$ cat config.mk
export PLATFORM = sky130hd
export DESIGN_NAME = xor_share_ctrl
export DESIGN_NICKNAME = d
export VERILOG_FILES = /design/src/rtl/xor_share_ctrl_pkg.sv /design/src/rtl/xor_share_ctrl_rr_pick.sv /design/src/rtl/xor_share_ctrl.sv
export SDC_FILE = /design/constraint.sdc
export NUM_CORES = 1
export LEC_CHECK = 0
export CAP_MARGIN = 20
export CORE_MARGIN = 10
export CORE_UTILIZATION = 50
export DETAILED_ROUTE_END_ITERATION = 8
export DONT_BUFFER_PORTS = 1
export HOLD_SLACK_MARGIN = 0.05
export PLACE_DENSITY = 0.71
export SYNTH_ARGS = -nofsm -noshare
export SYNTH_HDL_FRONTEND = slang
export SYNTH_HIERARCHICAL = 1
export SYNTH_SLANG_ARGS = --single-unit
$ cat constraint.sdc
create_clock -name clk -period 6.7 [get_ports clk]
set_input_delay 0.67 -clock clk [delete_from_list [all_inputs] [get_ports clk]]
set_output_delay 0.67 -clock clk [all_outputs]
set_load 0.01 [all_outputs]
$ cat src/rtl/xor_share_ctrl_pkg.sv
`default_nettype none
// ============================================================================
// Module      : xor_share_ctrl_pkg
// Description : Shared types and defaults for the xor_share_ctrl scheduler:
//               FSM state encoding, default N/W/IDW, result parity helper.
// Revision    : 1.0 - initial release
// ============================================================================
package xor_share_ctrl_pkg;

    // Default geometry: four requesters sharing an 8-bit fold.
    localparam int DEF_N   = 4;
    localparam int DEF_W   = 8;
    localparam int DEF_IDW = 2;

    // Scheduler states, 2-bit encoding.
    typedef enum logic [1:0] {
        S_IDLE = 2'd0,
        S_BUSY = 2'd1,
        S_DONE = 2'd2
    } state_e;

    // Reduction XOR of a word, zero-extended to 64 bits by the caller.
    function automatic logic fold_parity(input logic [63:0] v);
        return ^v;
    endfunction

endpackage : xor_share_ctrl_pkg
`default_nettype wire

$ cat src/rtl/xor_share_ctrl_rr_pick.sv
`default_nettype none
// ============================================================================
// Module      : xor_share_ctrl_rr_pick
// Description : Purely combinational round-robin picker. Starting just after
//               the last-grant pointer and wrapping modulo N, selects the
//               first asserted request. Returns the winner one-hot, its index
//               and an any-request flag.
// Revision    : 1.0 - initial release
// ============================================================================
module xor_share_ctrl_rr_pick #(
    parameter int N   = 4,
    parameter int IDW = 2
) (
    input  logic [N-1:0]   req_i,
    input  logic [IDW-1:0] ptr_i,
    output logic [N-1:0]   win_oh_o,
    output logic [IDW-1:0] win_idx_o,
    output logic           any_o
);

    // Candidate index walked around the ring, one step per loop iteration.
    logic [IDW-1:0] cand;

    // Scan ptr+1, ptr+2, ... ptr+N (mod N); the first hit wins.
    always_comb begin
        win_oh_o  = '0;
        win_idx_o = '0;
        any_o     = 1'b0;
        cand      = ptr_i;
        for (int k = 0; k < N; k++) begin
            cand = (cand == IDW'(N - 1)) ? '0 : cand + 1'b1;
            if (!any_o && req_i[cand]) begin
                any_o           = 1'b1;
                win_oh_o[cand]  = 1'b1;
                win_idx_o       = cand;
            end
        end
    end

endmodule : xor_share_ctrl_rr_pick
`default_nettype wire

$ cat src/rtl/xor_share_ctrl.sv
`default_nettype none
// ============================================================================
// Module      : xor_share_ctrl
// Description : Shares one W-bit XOR fold among N requesters. Grants one
//               requester at a time in round-robin order, folds its beats
//               until the last one, then emits a one-cycle result pulse with
//               the folded word and the requester index.
//               Optional macro XOR_PARITY_EN adds the res_parity output.
//               IDW must equal clog2(N).
// Revision    : 1.0 - initial release
// ============================================================================
module xor_share_ctrl
    import xor_share_ctrl_pkg::*;
#(
    parameter int N   = DEF_N,
    parameter int W   = DEF_W,
    parameter int IDW = DEF_IDW
) (
    input  logic             clk,
    input  logic             rst,
    input  logic [N-1:0]     req,
    output logic [N-1:0]     gnt,
    input  logic [N*W-1:0]   in_data,
    input  logic [N-1:0]     in_valid,
    input  logic [N-1:0]     in_last,
    output logic [N-1:0]     in_ready,
    output logic             res_valid,
    output logic [W-1:0]     res_data,
    output logic [IDW-1:0]   res_id
`ifdef XOR_PARITY_EN
    ,
    output logic             res_parity
`endif
);

    // ------------------------------------------------------------------------
    // State
    // ------------------------------------------------------------------------
    state_e         state_q;
    logic [N-1:0]   gnt_q;
    logic [IDW-1:0] ptr_q;       // last-grant pointer, also the current owner
    logic [W-1:0]   acc_q;
    logic           res_valid_q;
    logic [W-1:0]   res_data_q;
    logic [IDW-1:0] res_id_q;

    // ------------------------------------------------------------------------
    // Arbitration
    // ------------------------------------------------------------------------
    logic [N-1:0]   pick_oh;
    logic [IDW-1:0] pick_idx;
    logic           pick_any;

    xor_share_ctrl_rr_pick #(
        .N   (N),
        .IDW (IDW)
    ) u_rr_pick (
        .req_i     (req),
        .ptr_i     (ptr_q),
        .win_oh_o  (pick_oh),
        .win_idx_o (pick_idx),
        .any_o     (pick_any)
    );

    // ------------------------------------------------------------------------
    // Owner lane selection: only the granted requester's lane is observed,
    // so traffic on other lanes cannot disturb the fold.
    // ------------------------------------------------------------------------
    logic [W-1:0] word_g;
    logic         valid_g;
    logic         last_g;
    logic         beat;
    logic [W-1:0] acc_d;

    // Mux the owner's data, valid and last out of the flattened inputs.
    always_comb begin
        word_g  = '0;
        valid_g = 1'b0;
        last_g  = 1'b0;
        for (int i = 0; i < N; i++) begin
            if (ptr_q == IDW'(i)) begin
                word_g  = in_data[i*W +: W];
                valid_g = in_valid[i];
                last_g  = in_last[i];
            end
        end
    end

    // Ready mirrors the grant only while a burst is in flight.
    assign in_ready = (state_q == S_BUSY) ? gnt_q : '0;
    assign beat     = valid_g & (|in_ready);
    assign acc_d    = acc_q ^ word_g;

    // ------------------------------------------------------------------------
    // Scheduler FSM with registered outputs.
    // ------------------------------------------------------------------------
`ifdef XOR_PARITY_EN
    logic res_parity_q;
`endif

    // IDLE arbitrates, BUSY folds the owner's beats, DONE presents the result.
    always_ff @(posedge clk) begin
        if (rst) begin
            state_q     <= S_IDLE;
            gnt_q       <= '0;
            ptr_q       <= IDW'(N - 1);
            acc_q       <= '0;
            res_valid_q <= 1'b0;
            res_data_q  <= '0;
            res_id_q    <= '0;
`ifdef XOR_PARITY_EN
            res_parity_q <= 1'b0;
`endif
        end else begin
            case (state_q)
                S_IDLE: begin
                    res_valid_q <= 1'b0;
                    if (pick_any) begin
                        gnt_q   <= pick_oh;
                        ptr_q   <= pick_idx;
                        acc_q   <= '0;
                        state_q <= S_BUSY;
                    end
                end

                S_BUSY: begin
                    // Stalls (no valid on the owner lane) leave acc untouched;
                    // a dropped req is deliberately not examined here.
                    if (beat) begin
                        acc_q <= acc_d;
                        if (last_g) begin
                            res_data_q  <= acc_d;
                            res_id_q    <= ptr_q;
                            res_valid_q <= 1'b1;
`ifdef XOR_PARITY_EN
                            res_parity_q <= fold_parity(64'(acc_d));
`endif
                            gnt_q   <= '0;
                            state_q <= S_DONE;
                        end
                    end
                end

                S_DONE: begin
                    // Result pulse lasts exactly this state; data/id hold.
                    res_valid_q <= 1'b0;
                    state_q     <= S_IDLE;
                end

                default: begin
                    gnt_q       <= '0;
                    res_valid_q <= 1'b0;
                    state_q     <= S_IDLE;
                end
            endcase
        end
    end

    // ------------------------------------------------------------------------
    // Outputs
    // ------------------------------------------------------------------------
    assign gnt       = gnt_q;
    assign res_valid = res_valid_q;
    assign res_data  = res_data_q;
    assign res_id    = res_id_q;
`ifdef XOR_PARITY_EN
    assign res_parity = res_parity_q;
`endif

endmodule : xor_share_ctrl
`default_nettype wire

==> flow_summary_export.csv <==
group,metric,value,unit
status,status,"completed",
synth,async_reset_ff_frac,0,
clock_network,cts_buffers,3,
critical_path,cp_max_fo,18,
synth,synth-seq-cells,27,
timing,finalCriticalPeriod,3.084,ns
synth,syn_area_per_cell,9.460,µm²
global_route,grt_pass1_vias,1820,
route,drtIter0Drc,95,
clock_network,cts.sinks,27,
finish,layout.cells.non_filler,267,
synth,yosysTopAreaCellShare,0.2484,
floorplanning,dieArea,7390,µm²
timing,finalSetupTns,0,ns
route,antenna_left,0,
power_and_ir_drop,p_per_area,290.3,nW/µm²
timing,drv_slew,0,
critical_path,regToRegEndpoint,"gnt[0]$_SDFFE_PP0P_",
finish,nFillCells,402,
global_route,grt_pass1_wl,8.914,mm
timing,max_freq,0.3243,GHz
clock_network,clk_latency,0.27,ns
finish,area_delta_synth_final,-0.7476,%
floorplanning,num_rows,23,
floorplanning,io_pins,65,
route,avgRoutedWirePerCell,19.52,µm
synth,synth_warnings,6,
synth,synth-seq-area-share,0.2484,
min_path,hp-start,"rst",
critical_path,reg2regPathDepth,9,
place,dp_cells,263,
synth,synth_nets,284,
critical_path,rrSetupSlack,3.62,ns
run,drv_cap,0,
clock_network,clockBufferDepth,2,
critical_path,endpoint_kind,"flop",
finish,antennaDiodeCount,0,
timing,finalHoldViolCount,0,
global_route,gr-total-overflow,0,
place,routabilityCongestion,0.8392,
timing,relSlewSlack,0.5250,
place,io_buffers,0,
min_path,hp-class,"input pin to flop",
route,wl,5.213,mm
floorplanning,die_h,85.97,µm
clock_network,post-cts-setup-buffer-count,0,
clock_network,htreeDepth,1,
clock_network,root_buffer,"clkbuf_8",
floorplanning,die_x,85.97,µm
min_path,whs_path_depth,1,
synth,synthTopCellsByArea,"dfxtp_1, mux4_2, a211oi_2",
power_and_ir_drop,ir_drop,0.1171,mV
critical_path,path_class,"flop to flop",
synth,synth-main-ff-cell,"dfxtp_1",
route,vias,1735,
synth,ys_types,51,
timing,fin_crit_sh,0.4603,
critical_path,cp.arrival,3.30,ns
global_route,grt_use_total,0.1416,
global_route,grt_start_max_net_pins,38,
floorplanning,core,4115,µm²
route,drc_errors,0,
critical_path,rr_startpoint,"ptr_q[1]$_SDFFE_PP1P_",
clock_network,tritoncts,"yes",
finish,drive_above_1_share,0.1382,
critical_path,cp.required,6.91,ns
synth,synth_enable_flop_cells,0,
synth,yosysTopAreaCell,"dfxtp_1",
clock_network,cts_hold_buf,0,
route,drt_pass1_iterations,4,
route,viasPerCell,6.498,
power_and_ir_drop,leakagePower,0.0008060,µW
synth,synth_cells,230,
power_and_ir_drop,finalPower,626.8,µW
clock_network,worst_setup_hold_path_clk_slew,0.10,ns
timing,finalClockSkew,0.01115,ns
synth,syn_area,2176,µm²
floorplanning,start_util,0.5287,
place,hpwl,3.858,mm
timing,rsz0062_at_grt,"false",
min_path,whs_endpoint,"res_data[4]$_SDFFE_PP0P_",
critical_path,critPathLaunchType,"flop",
timing,setup-violations-final,0,
finish,final_nets,272,
clock_network,post_cts_resized,0,
global_route,grt_antenna_before_repair,0,
timing,worstMarginPinSlew,0.7110,ns
## sequential cells by signal (all words and copies together), names as in the netlist
signal	count
acc_q	8
res_data	8
gnt	4
ptr_q	2
res_id	2
state_q	2
res_valid	1
## per-stage QoR
step	hold WS (ns)	utilization	cell area (µm²)	worst slack [ns]
after floorplan	0.4715	-	2176	4.023
after global placement	0.4817	0.5135	2113	3.700
after detailed placement	0.4889	0.5135	2113	3.637
after CTS	0.4405	0.5248	2160	3.619
after global routing	0.4344	0.5248	2160	3.169
final	0.4473	0.5248	2160	3.616
## worst max-delay path, stage by stage, from the launching register on
cell and delay [ns]:
dfxtp_1 0.75, inv_1 0.21, ha_1 0.67, nor4b_1 0.28, nor3_1 0.14, a221oi_2 0.45
a22o_1 0.21, a221o_1 0.10, nand2_1 0.05, a21oi_1 0.16
## placed cells by master (no fill, tap or decap), types with 2 or more instances in the layout
master / count
dfxtp_1: 27
nand2_1: 22
nor2_1: 19
a21oi_1: 12
nor3b_1: 12
mux4_2: 10
a211oi_2: 9
xnor2_1: 8
o21bai_1: 8
a21o_1: 8
ha_1: 8
nand4_1: 6
and2_1: 5
inv_1: 4
and3b_1: 4
a221o_1: 4
nor2b_1: 3
clkbuf_8: 3
nor4b_1: 3
nand2b_1: 3
a22o_1: 3
o21ai_0: 3
a31oi_1: 3
mux4_1: 2
nand3b_1: 2
nor3_1: 2
nand3_1: 2
o21a_1: 2
## metal layers
layer  wire length, µm  up-vias  GRT usage
li1                  -      841          -
met1              2193      824     0.1774
met2              2525       66     0.2353
met3               439        4    0.03027
met4                55        0    0.04341
met5                 0        -          0
## cell families (layout without fill, tap and decap cells)
family                   Yosys count  count (layout)  share of synthesized area
AND/OR/NAND/NOR                   89              89                     0.2340
AO/OA/AOI/OAI                     64              64                     0.2438
flip-flops                        27              27                     0.2484
buffers and inverters             22               9                    0.06785
multiplexers                      12              12                     0.1277
adder cells (fa/ha/maj)            8               8                    0.04601
XOR/XNOR                           8               8                    0.03220
## cells in the mapped netlist (all sizes together), types with 2 or more instances
cell type  count
nand2b         3
a31oi          3
clkbuf         5
and3b          4
nor3b         13
nor3           2
ha             8
o21bai         8
nor2b          3
a21o           8
nor4b          3
nand4          6
a22o           3
o21ai          4
dfxtp         27
nand3          2
a211oi        10
a311oi         2
o21a           2
nand3b         2
nand2         22
mux4          12
nor2          19
inv            4
xnor2          8
buf           13
a21oi         12
and2           5
a221o          4
## worst max-delay path by stage
stage                               start             endpoint  slack, ns  depth (start not counted)
floorplan           ptr_q[0]$_SDFFE_PP1P_  gnt[0]$_SDFFE_PP0P_       4.02                         12
global placement    ptr_q[1]$_SDFFE_PP1P_  gnt[2]$_SDFFE_PP0P_       3.70                          9
CTS                 ptr_q[1]$_SDFFE_PP1P_  gnt[0]$_SDFFE_PP0P_       3.62                          9
global route        ptr_q[1]$_SDFFE_PP1P_  gnt[0]$_SDFFE_PP0P_       3.17                          9
finish              ptr_q[1]$_SDFFE_PP1P_  gnt[0]$_SDFFE_PP0P_       3.62                          9
detailed placement  ptr_q[1]$_SDFFE_PP1P_  gnt[0]$_SDFFE_PP0P_       3.64                          9
## layout make-up
cell class              instances  area, µm²  share of cell area
clock buffers                   3      41.29             0.01912
clock inverters                 1      5.005            0.002317
inverters                       4      15.01            0.006952
multi-input cells             181       1488              0.6889
flip-flops and latches         27      540.5              0.2503
well taps                      50      62.56             0.02897
repair buffers                  1      7.507            0.003476
## power breakdown
part           total, µW  internal [µW]  switching [µW]  leakage [µW]
logic                322            148             174      0.000561
clock network       91.9           41.7            50.2     0.0000255
registers            213            181            31.7      0.000220
(Power assumes the default switching activity.)
